<file path="config.mk">
export PLATFORM = sky130hd
export DESIGN_NAME = memory_access_controller
export DESIGN_NICKNAME = d
export VERILOG_FILES = /design/src/rtl/memory_access_controller_pkg.sv /design/src/rtl/memory_access_controller_mem_lane_align.sv /design/src/rtl/memory_access_controller.sv
export SDC_FILE = /design/constraint.sdc
export NUM_CORES = 1
export LEC_CHECK = 0
export BUFFER_PORTS_ARGS = -buffer_cell sky130_fd_sc_hd__buf_4
export CORE_MARGIN = 4
export CORE_UTILIZATION = 45
export DETAILED_ROUTE_END_ITERATION = 10
export GPL_ROUTABILITY_DRIVEN = 0
export PLACE_DENSITY = 0.74
export SLEW_MARGIN = 20
export SYNTH_ARGS = -nofsm -noshare
export SYNTH_HDL_FRONTEND = slang
export SYNTH_SLANG_ARGS = --single-unit
</file>
<file path="constraint.sdc">
create_clock -name clk_i -period 2.7 [get_ports clk_i]
set_input_delay 0.54 -clock clk_i [delete_from_list [all_inputs] [get_ports clk_i]]
set_output_delay 0.54 -clock clk_i [all_outputs]
set_load 0.01 [all_outputs]
</file>
<file path="src/rtl/memory_access_controller_pkg.sv">
// Shared types and constants for the memory access controller.
package memory_access_controller_pkg;

    localparam int WORD_DEFAULT = 16;

    // Command bit positions within cmd_i = {RW, HB, LB}
    localparam int CMD_LB = 0;
    localparam int CMD_HB = 1;
    localparam int CMD_RW = 2;

    typedef enum logic [2:0] {
        ST_IDLE  = 3'd0,
        ST_CHECK = 3'd1,
        ST_BUS   = 3'd2,
        ST_DONE  = 3'd3,
        ST_FAULT = 3'd4
    } state_t;

    typedef enum logic [1:0] {
        FC_NONE       = 2'd0,
        FC_MISALIGNED = 2'd1,
        FC_RESERVED   = 2'd2,
        FC_TIMEOUT    = 2'd3
    } fault_t;

endpackage

</file>
<file path="src/rtl/memory_access_controller_mem_lane_align.sv">
// Byte-lane steering: replicate the low byte on byte writes and select /
// zero-extend the addressed lane on byte reads.
module mem_lane_align #(
    parameter int WORD = 16
) (
    input  logic            hb,
    input  logic            lb,
    input  logic [WORD-1:0] wdata,
    input  logic [WORD-1:0] mem_rdata,
    output logic [WORD-1:0] bus_wdata,
    output logic [WORD-1:0] rd_data
);

    // Lane steering is purely combinational; exactly one enable set means a byte access
    always_comb begin
        bus_wdata = wdata;
        rd_data   = mem_rdata;
        if (hb ^ lb) begin
            bus_wdata = {(WORD/8){wdata[7:0]}};
            if (hb) begin
                rd_data = {{(WORD-8){1'b0}}, mem_rdata[15:8]};
            end else begin
                rd_data = {{(WORD-8){1'b0}}, mem_rdata[7:0]};
            end
        end
    end

endmodule

</file>
<file path="src/rtl/memory_access_controller.sv">
// Single-access memory controller: latches a CPU request, validates it,
// runs one bus transaction with a bounded ack wait, and reports done/fault.
//
// state | meaning
// IDLE  | waiting for req_i; inputs latched on acceptance
// CHECK | evaluate misaligned / reserved-command faults
// BUS   | bus request held until ack or timeout
// DONE  | one-cycle completion pulse
// FAULT | one-cycle fault pulse, fault_code_o valid
module memory_access_controller
    import memory_access_controller_pkg::*;
#(
    parameter int WORD    = WORD_DEFAULT,
    parameter int TIMEOUT = 15
) (
    input  logic            clk_i,
    input  logic            rst_i,
    input  logic            req_i,
    input  logic [2:0]      cmd_i,
    input  logic [WORD-1:0] addr_i,
    input  logic            bad_addr_i,
    input  logic [WORD-1:0] wdata_i,
    output logic            busy_o,
    output logic            done_o,
    output logic            fault_o,
    output logic [1:0]      fault_code_o,
    output logic [WORD-1:0] rdata_o,
    output logic            mem_req_o,
    output logic            mem_we_o,
    output logic [1:0]      mem_be_o,
    output logic [WORD-1:0] mem_addr_o,
    output logic [WORD-1:0] mem_wdata_o,
    input  logic [WORD-1:0] mem_rdata_i,
    input  logic            mem_ack_i
);

    localparam int CNT_W = $clog2(TIMEOUT + 1);

    state_t          state, state_next;
    fault_t          fault_next, fault_code_q;
    logic [2:0]      cmd_q;
    logic [WORD-1:0] addr_q;
    logic [WORD-1:0] wdata_q;
    logic            bad_q;
    logic [CNT_W-1:0] cnt;
    logic [WORD-1:0] rdata_q;
    logic [WORD-1:0] bus_wdata;
    logic [WORD-1:0] rd_aligned;
    logic            in_bus;
    logic            accept;

    assign in_bus = (state == ST_BUS);
    assign accept = (state == ST_IDLE) && req_i;

    mem_lane_align #(.WORD(WORD)) u_lane (
        .hb        (cmd_q[CMD_HB]),
        .lb        (cmd_q[CMD_LB]),
        .wdata     (wdata_q),
        .mem_rdata (mem_rdata_i),
        .bus_wdata (bus_wdata),
        .rd_data   (rd_aligned)
    );

    // Next-state and fault classification
    always_comb begin
        state_next = state;
        fault_next = FC_NONE;
        case (state)
            ST_IDLE: begin
                if (req_i) state_next = ST_CHECK;
            end
            ST_CHECK: begin
                if (bad_q) begin
                    state_next = ST_FAULT;
                    fault_next = FC_MISALIGNED;
                end else if (!cmd_q[CMD_HB] && !cmd_q[CMD_LB]) begin
                    state_next = ST_FAULT;
                    fault_next = FC_RESERVED;
                end else begin
                    state_next = ST_BUS;
                end
            end
            ST_BUS: begin
                // Ack takes priority over a timeout landing in the same cycle
                if (mem_ack_i) begin
                    state_next = ST_DONE;
                end else if (cnt == CNT_W'(TIMEOUT - 1)) begin
                    state_next = ST_FAULT;
                    fault_next = FC_TIMEOUT;
                end
            end
            ST_DONE:  state_next = ST_IDLE;
            ST_FAULT: state_next = ST_IDLE;
            default:  state_next = ST_IDLE;
        endcase
    end

    // State, request latches, timeout counter, fault code and read data
    always_ff @(posedge clk_i) begin
        if (rst_i) begin
            state        <= ST_IDLE;
            cmd_q        <= '0;
            addr_q       <= '0;
            wdata_q      <= '0;
            bad_q        <= 1'b0;
            cnt          <= '0;
            fault_code_q <= FC_NONE;
            rdata_q      <= '0;
        end else begin
            state <= state_next;
            if (accept) begin
                cmd_q        <= cmd_i;
                addr_q       <= addr_i;
                wdata_q      <= wdata_i;
                bad_q        <= bad_addr_i;
                fault_code_q <= FC_NONE;
            end
            if (state_next == ST_FAULT) begin
                fault_code_q <= fault_next;
            end
            if (!in_bus) begin
                cnt <= '0;
            end else if (!mem_ack_i) begin
                cnt <= cnt + CNT_W'(1);
            end
            if (in_bus && mem_ack_i && !cmd_q[CMD_RW]) begin
                rdata_q <= rd_aligned;
            end
        end
    end

    assign busy_o       = (state != ST_IDLE);
    assign done_o       = (state == ST_DONE);
    assign fault_o      = (state == ST_FAULT);
    assign fault_code_o = fault_code_q;
    assign rdata_o      = rdata_q;
    assign mem_req_o    = in_bus;
    assign mem_we_o     = in_bus & cmd_q[CMD_RW];
    assign mem_be_o     = in_bus ? {cmd_q[CMD_HB], cmd_q[CMD_LB]} : 2'b00;
    assign mem_addr_o   = in_bus ? (addr_q & ~WORD'(1)) : '0;
    assign mem_wdata_o  = in_bus ? bus_wdata : '0;

endmodule

</file>
==> results.json, run 1 <==
{
  "rsz0062_at_grt": "no",
  "clockRootBuffer": "clkbuf_8",
  "ys_seq_elements": 60,
  "ys_warn_count": 0,
  "cts_buffers": 9,
  "cp_slowest_cell": "or3b_1",
  "clk_pin_slew_ps": 70,
  "drc": 0,
  "clock_skew_ps": 7.76,
  "totalWireLength_um": 7420,
  "synth_top_area_share_pct": 43.0,
  "met1_length_um": 3090,
  "firstDrtPassIters": 4,
  "dieArea_mm2": 0.00753,
  "slew_headroom_pct": 53.5,
  "worstSetupPathType": "flip-flop to primary output",
  "slew_violations": 0,
  "grt_pass1_vias": 2706,
  "placementRows": 28,
  "syn_area_per_cell_um2": 8.07,
  "worstSetupStartpointType": "flip-flop",
  "final-instance-count-excl-fill": 522,
  "fin_nets": 501,
  "post-cts-setup-buffers": 0,
  "finalSetupTns_ps": 0,
  "ir_drop_uv": 360,
  "antenna_left": 0,
  "async_flop_share_pct": 0,
  "synth_area_leader_cell": "dfxtp_1",
  "post-synth-top-count-cell": "nand2_1",
  "cp_cell_sequence": "or3b_1 -> inv_4 -> and2_1 -> buf_4",
  "tightestPinTransition_ps": 697,
  "synthDistinctLibCells": 39,
  "seq_area_frac_synth_pct": 43.0,
  "h-tree-depth": 3,
  "layout-drive-gt1-share_pct": 32.4,
  "routed.top_layer": "met4",
  "hold_class": "primary input to flip-flop",
  "critPathMaxStageDelay_ps": 480,
  "final-hold-violation-count": 0,
  "synthesis.area_mm2": 0.00279,
  "grt_start_max_net_pins": 61,
  "route.met3.wl_um": 719,
  "timing.final.crit_period_ps": 2440,
  "setup_viol": 0,
  "cts_tree": "done",
  "antenna-diode-count": 0,
  "synthCells": 346,
  "fp.dieH_um": 86.8,
  "io_buffers": 110,
  "antenna_found_initial": 0,
  "met2_length_um": 3520,
  "syn_nets": 405,
  "synth_edf_count": 0,
  "dp_hpwl_um": 4960,
  "crit_fanout": 41,
  "num_io_pins": 113,
  "die_w_um": 86.8,
  "rrSetupSlack_ps": 810,
  "initial_utilization_pct": 46.9,
  "cts.path.max_buffers": 2,
  "critPathRequiredTime_ps": 2160,
  "design.core.area_mm2": 0.00596,
  "power_density_mw_per_mm2": 550,
  "critPathCaptureType": "primary output",
  "synthTopCellsByCount": "81 x nand2_1, 60 x dfxtp_1, 52 x a21oi_1",
  "ys_top_cells_by_area": "dfxtp_1 43%, nand2_1 11%, a21oi_1 9.3%, and2_1 5.4%, a311oi_2 3.8%",
  "grt.total_usage_pct": 19.9,
  "postCtsResizedCells": 0,
  "arrival_ps": 1900,
  "leakage_nw": 1.62,
  "finish.utilization_pct": 64.4,
  "dp_cells": 506,
  "layout-area-overhead-vs-synth_pct": 37.3,
  "cts.sinks": 60,
  "status": "completed",
  "layout_worst_path_cycle_share_pct": 90.3,
  "wire_per_inst_um": 14.2,
  "fin_ws_ps": 261,
  "grt-ovfl-total": 0,
  "via_per_inst": 5.16,
  "cap_violations": 0,
  "grt_pass1_wl_um": 11900,
  "power_w": 0.00211,
  "vias": 2694,
  "fmax_mhz": 410,
  "ys.flop_type": "dfxtp_1",
  "first_iter_violations": 65,
  "clk-insertion-delay-late_ps": 330,
  "ctsHoldBuffers": 0,
  "detailedPlace.worstSlack_ps": 618
}
-- per-stage QoR --
stage / instance area (um^2) / hold slack [ps]
after floorplan: 2790 / 432
after global placement: 3610 / 437
after detailed placement: 3610 / 444
after CTS: 3840 / 432
after global routing: 3840 / 425
final: 3840 / 449
-- power by group --
group          internal [W]  switching (W)  total [W]
Clock              0.000526       0.000344   0.000869
Combinational      0.000132       0.000152   0.000284
Sequential         0.000928      0.0000274   0.000956
Total               0.00159       0.000524    0.00211
-- cells by family after synthesis --
kind of cell | synth area share [%]
adders and majority gates | 1.34
muxes | 3.22
other | 0.134
AOI/OAI and AO/OA | 16.4
DFF | 43.0
xor gates and xnor gates | 0.941
and+or+nand+nor | 28.8
buffers and inverters | 6.18
-- metal layers --
| layer | track usage, % | vias up |
|---|---|---|
| met5 | 0 | - |
| met4 | 6.52 | 0 |
| met3 | 10.6 | 8 |
| met2 | 32.1 | 83 |
| met1 | 22.5 | 1238 |
| li1 | - | 1365 |
-- path summary, 6_finish.rpt --
kind         cells past startpoint             end  startpoint
max                              4  mem_wdata_o[0]    state[2]
min                              3      wdata_q[0]  wdata_i[0]
max reg2reg                      6      rdata_o[3]    cmd_q[0]
min reg2reg                      2       addr_q[6]   addr_q[6]
-- sequential cells by signal, summed over array words and instances, names as in the netlist --
register	cells
state	3
cnt	4
fault_code_o	2
wdata_q	16
bad_q	1
addr_q	15
cmd_q	3
rdata_o	16
-- worst max-delay path: cells and delay by family (launching register included) --
kind	cells	cell delay, ps
flip-flops	1	440
AND/OR/NAND/NOR	2	680
buffers and inverters	2	430
-- layout by cell type, fill, tap and decap left out, types with 2 or more instances in the layout --
master | Yosys | routed
a21oi_1 | 52 | 52
a311oi_2 | 7 | 7
a31oi_1 | 3 | 3
and2_1 | 24 | 24
buf_4 | 3 | 117
clkbuf_8 | 0 | 13
dfxtp_1 | 60 | 60
ha_1 | 3 | 3
inv_1 | 4 | 4
mux2i_1 | 9 | 9
nand2_1 | 81 | 81
nand3_1 | 8 | 8
nand4b_1 | 10 | 10
nor2_1 | 14 | 14
nor2b_1 | 2 | 2
nor3_1 | 5 | 5
nor3b_1 | 3 | 3
o21ai_0 | 8 | 8
o41ai_1 | 2 | 2
or3_1 | 2 | 2
xor2_1 | 2 | 2
-- cell type report --
| class | instances | area [um^2] |
|---|---|---|
| clock inverter | 3 | 42.5 |
| timing repair buffer | 117 | 878 |
| clock buffer | 13 | 179 |
| sequential | 60 | 1200 |
| tap | 75 | 93.8 |
| multi-input combinational | 249 | 1420 |
| inverter | 5 | 21.3 |
| fill | 546 | 2120 |
No activity file was read; power rests on OpenSTA's default activity.
==> run 2, diff against run 1 <==
- CELL_PAD_IN_SITES_DETAIL_PLACEMENT: unset -> 1
- CELL_PAD_IN_SITES_GLOBAL_PLACEMENT: unset -> 1
- CORE_ASPECT_RATIO: unset -> 0.75
- CORE_UTILIZATION: 45 -> 34
- PLACE_DENSITY: 0.74 -> 0.78
==> run 2 against run 1 <==
Effect of this change: non-clock buffer count up 1; global-route usage shrank 1.9 points; via count increased by 1.2%; die area is 29% higher; first-iteration DRC count is 38% higher; clock power is 5.2% lower; fmax down 0.55%; count of clock-buffer cells in the layout fell by 1; largest cell class unchanged; largest power group unchanged; highest routed layer unchanged; power shrank 1.7%; sequential share of layout area down 0.21 points.
==> results.json, run 2 (synthesized netlist as in run 1, its figures left out) <==
{
  "status": "completed",
  "cts.path.max_buffers": 2,
  "fin_nets": 502,
  "firstDrtPassIters": 4,
  "ctsHoldBuffers": 0,
  "r2r_start": "cmd_q[1]",
  "combPwrFrac_pct": 14.2,
  "crit_fanout": 41,
  "postPlaceCellArea_mm2": 0.00366,
  "post-cts-setup-buffers": 0,
  "clockRootBuffer": "clkbuf_8",
  "slew_violations": 0,
  "leakage_nw": 1.62,
  "min_from": "wdata_i[12]",
  "rsz0062_at_grt": "no",
  "critPathMaxStageDelay_ps": 460,
  "swShare_pct": 25.9,
  "cp-startpoint": "state[0]",
  "worstSetupPathType": "flip-flop to primary output",
  "switching_power_w": 0.000537,
  "finalSetupTns_ps": 0,
  "antenna_left": 0,
  "clk_pin_slew_ps": 70,
  "p_clk_share_pct": 39.8,
  "slew_headroom_pct": 54.2,
  "layout_worst_path_cycle_share_pct": 90.8,
  "grt_start_max_net_pins": 61,
  "antenna_found_initial": 0,
  "fillers": 963,
  "dp_hpwl_um": 5990,
  "layout-area-overhead-vs-synth_pct": 38.2,
  "power_density_mw_per_mm2": 537,
  "first_iter_violations": 90,
  "final-hold-violation-count": 0,
  "cp_num_buf_inv": 2,
  "io_buffers": 110,
  "fmax_mhz": 408,
  "drc": 0,
  "design.core.area_mm2": 0.00795,
  "placementRows": 28,
  "power_frac_seq_pct": 46.0,
  "num_io_pins": 113,
  "final-instance-count-excl-fill": 553,
  "tightestPinTransition_ps": 687,
  "grt_pass1_wl_um": 14100,
  "worstSetupStartpointType": "flip-flop",
  "via_per_inst": 4.93,
  "wire_per_inst_um": 15.5,
  "h-tree-depth": 3,
  "grt.total_usage_pct": 18.0,
  "ir_drop_uv": 265,
  "grt_pass1_vias": 2832,
  "arrival_ps": 1910,
  "cp_slowest_cell": "or3b_1",
  "setup_viol": 0,
  "vias": 2726,
  "final_common_cell": "buf_4",
  "path_delay_family": "simple AND/OR/NAND/NOR gates",
  "critPathCaptureType": "primary output",
  "die_w_um": 113,
  "cp_cell_sequence": "or3b_1 -> inv_4 -> and2_1 -> buf_4",
  "totalWireLength_um": 8590,
  "cap_violations": 0,
  "timing.final.crit_period_ps": 2450,
  "clk-insertion-delay-late_ps": 330,
  "postCtsResizedCells": 0,
  "critPathRequiredTime_ps": 2160,
  "layout-drive-gt1-share_pct": 32.4,
  "cts_buffers": 9,
  "antenna-diode-count": 0,
  "p_int_w": 0.00154,
  "final_cell_mix": "118 x buf_4, 81 x nand2_1, 60 x dfxtp_1",
  "hold_class": "primary input to flip-flop",
  "dp_cells": 537,
  "fp.dieH_um": 86.5,
  "cts_tree": "done",
  "initial_utilization_pct": 35.1,
  "clock_skew_ps": 5.61,
  "fin_area_mm2": 0.00386,
  "cts.sinks": 60,
  "grt-ovfl-total": 0,
  "dieArea_mm2": 0.00975
}
run 2: cell count changes in the layout (fill, tap and decap cells not counted), sizes merged:
cell,delta
buf,+1
clkbuf,-1
clkinv,+1
run 2: final timing paths:
kind	slack [ps]	depth (start not counted)	to
min reg2reg	450	2	addr_q[12]
min	450	3	wdata_q[12]
max	250	4	mem_wdata_o[6]
max reg2reg	840	6	rdata_o[5]
run 2: power by group through the flow:
stage	sequential, W	clock (W)	combinational [W]
2_1_floorplan	0.000968	0	0.000178
3_3_place_gp	0.000972	0	0.000291
3_5_place_dp	0.000975	0	0.000298
4_1_cts	0.000955	0.000853	0.000299
5_1_grt	0.000961	0.000893	0.000329
6_report	0.000954	0.000824	0.000294
run 2: final cells by class:
type	instances	area [um^2]	share of cell area, %
multi-input cells	249	1420	36.8
flip-flops and latches	60	1200	31.1
repair buffers	118	886	22.9
clock buffers	12	155	4.02
well taps	105	131	3.40
clock inverters	4	47.5	1.23
inverters	5	21.3	0.551
run 2: layer usage:
metal  global-route usage (%)  up-vias  share of wire (%)
li1                         -     1366                  -
met1                     22.4     1277                 44
met2                     28.9       78                 46
met3                     7.89        5                8.9
met4                     4.26        0               0.63
met5                        0        -                  0
run 2: metrics by stage:
step | hold slack (ps) | setup slack, ps | power, W | utilization [%]
4_1_cts | 431 | 217 | 0.00211 | 48.6
2_1_floorplan | 432 | 323 | 0.00115 | -
3_3_place_gp | 438 | 610 | 0.00126 | 46.0
3_5_place_dp | 445 | 591 | 0.00127 | 46.0
6_report | 450 | 247 | 0.00207 | 48.6
5_1_grt | 438 | 138 | 0.00218 | 48.6
run 2: worst min-delay path, stage by stage:
cell and delay (ps):
buf_4 110, nand2_1 40, a21oi_1 50
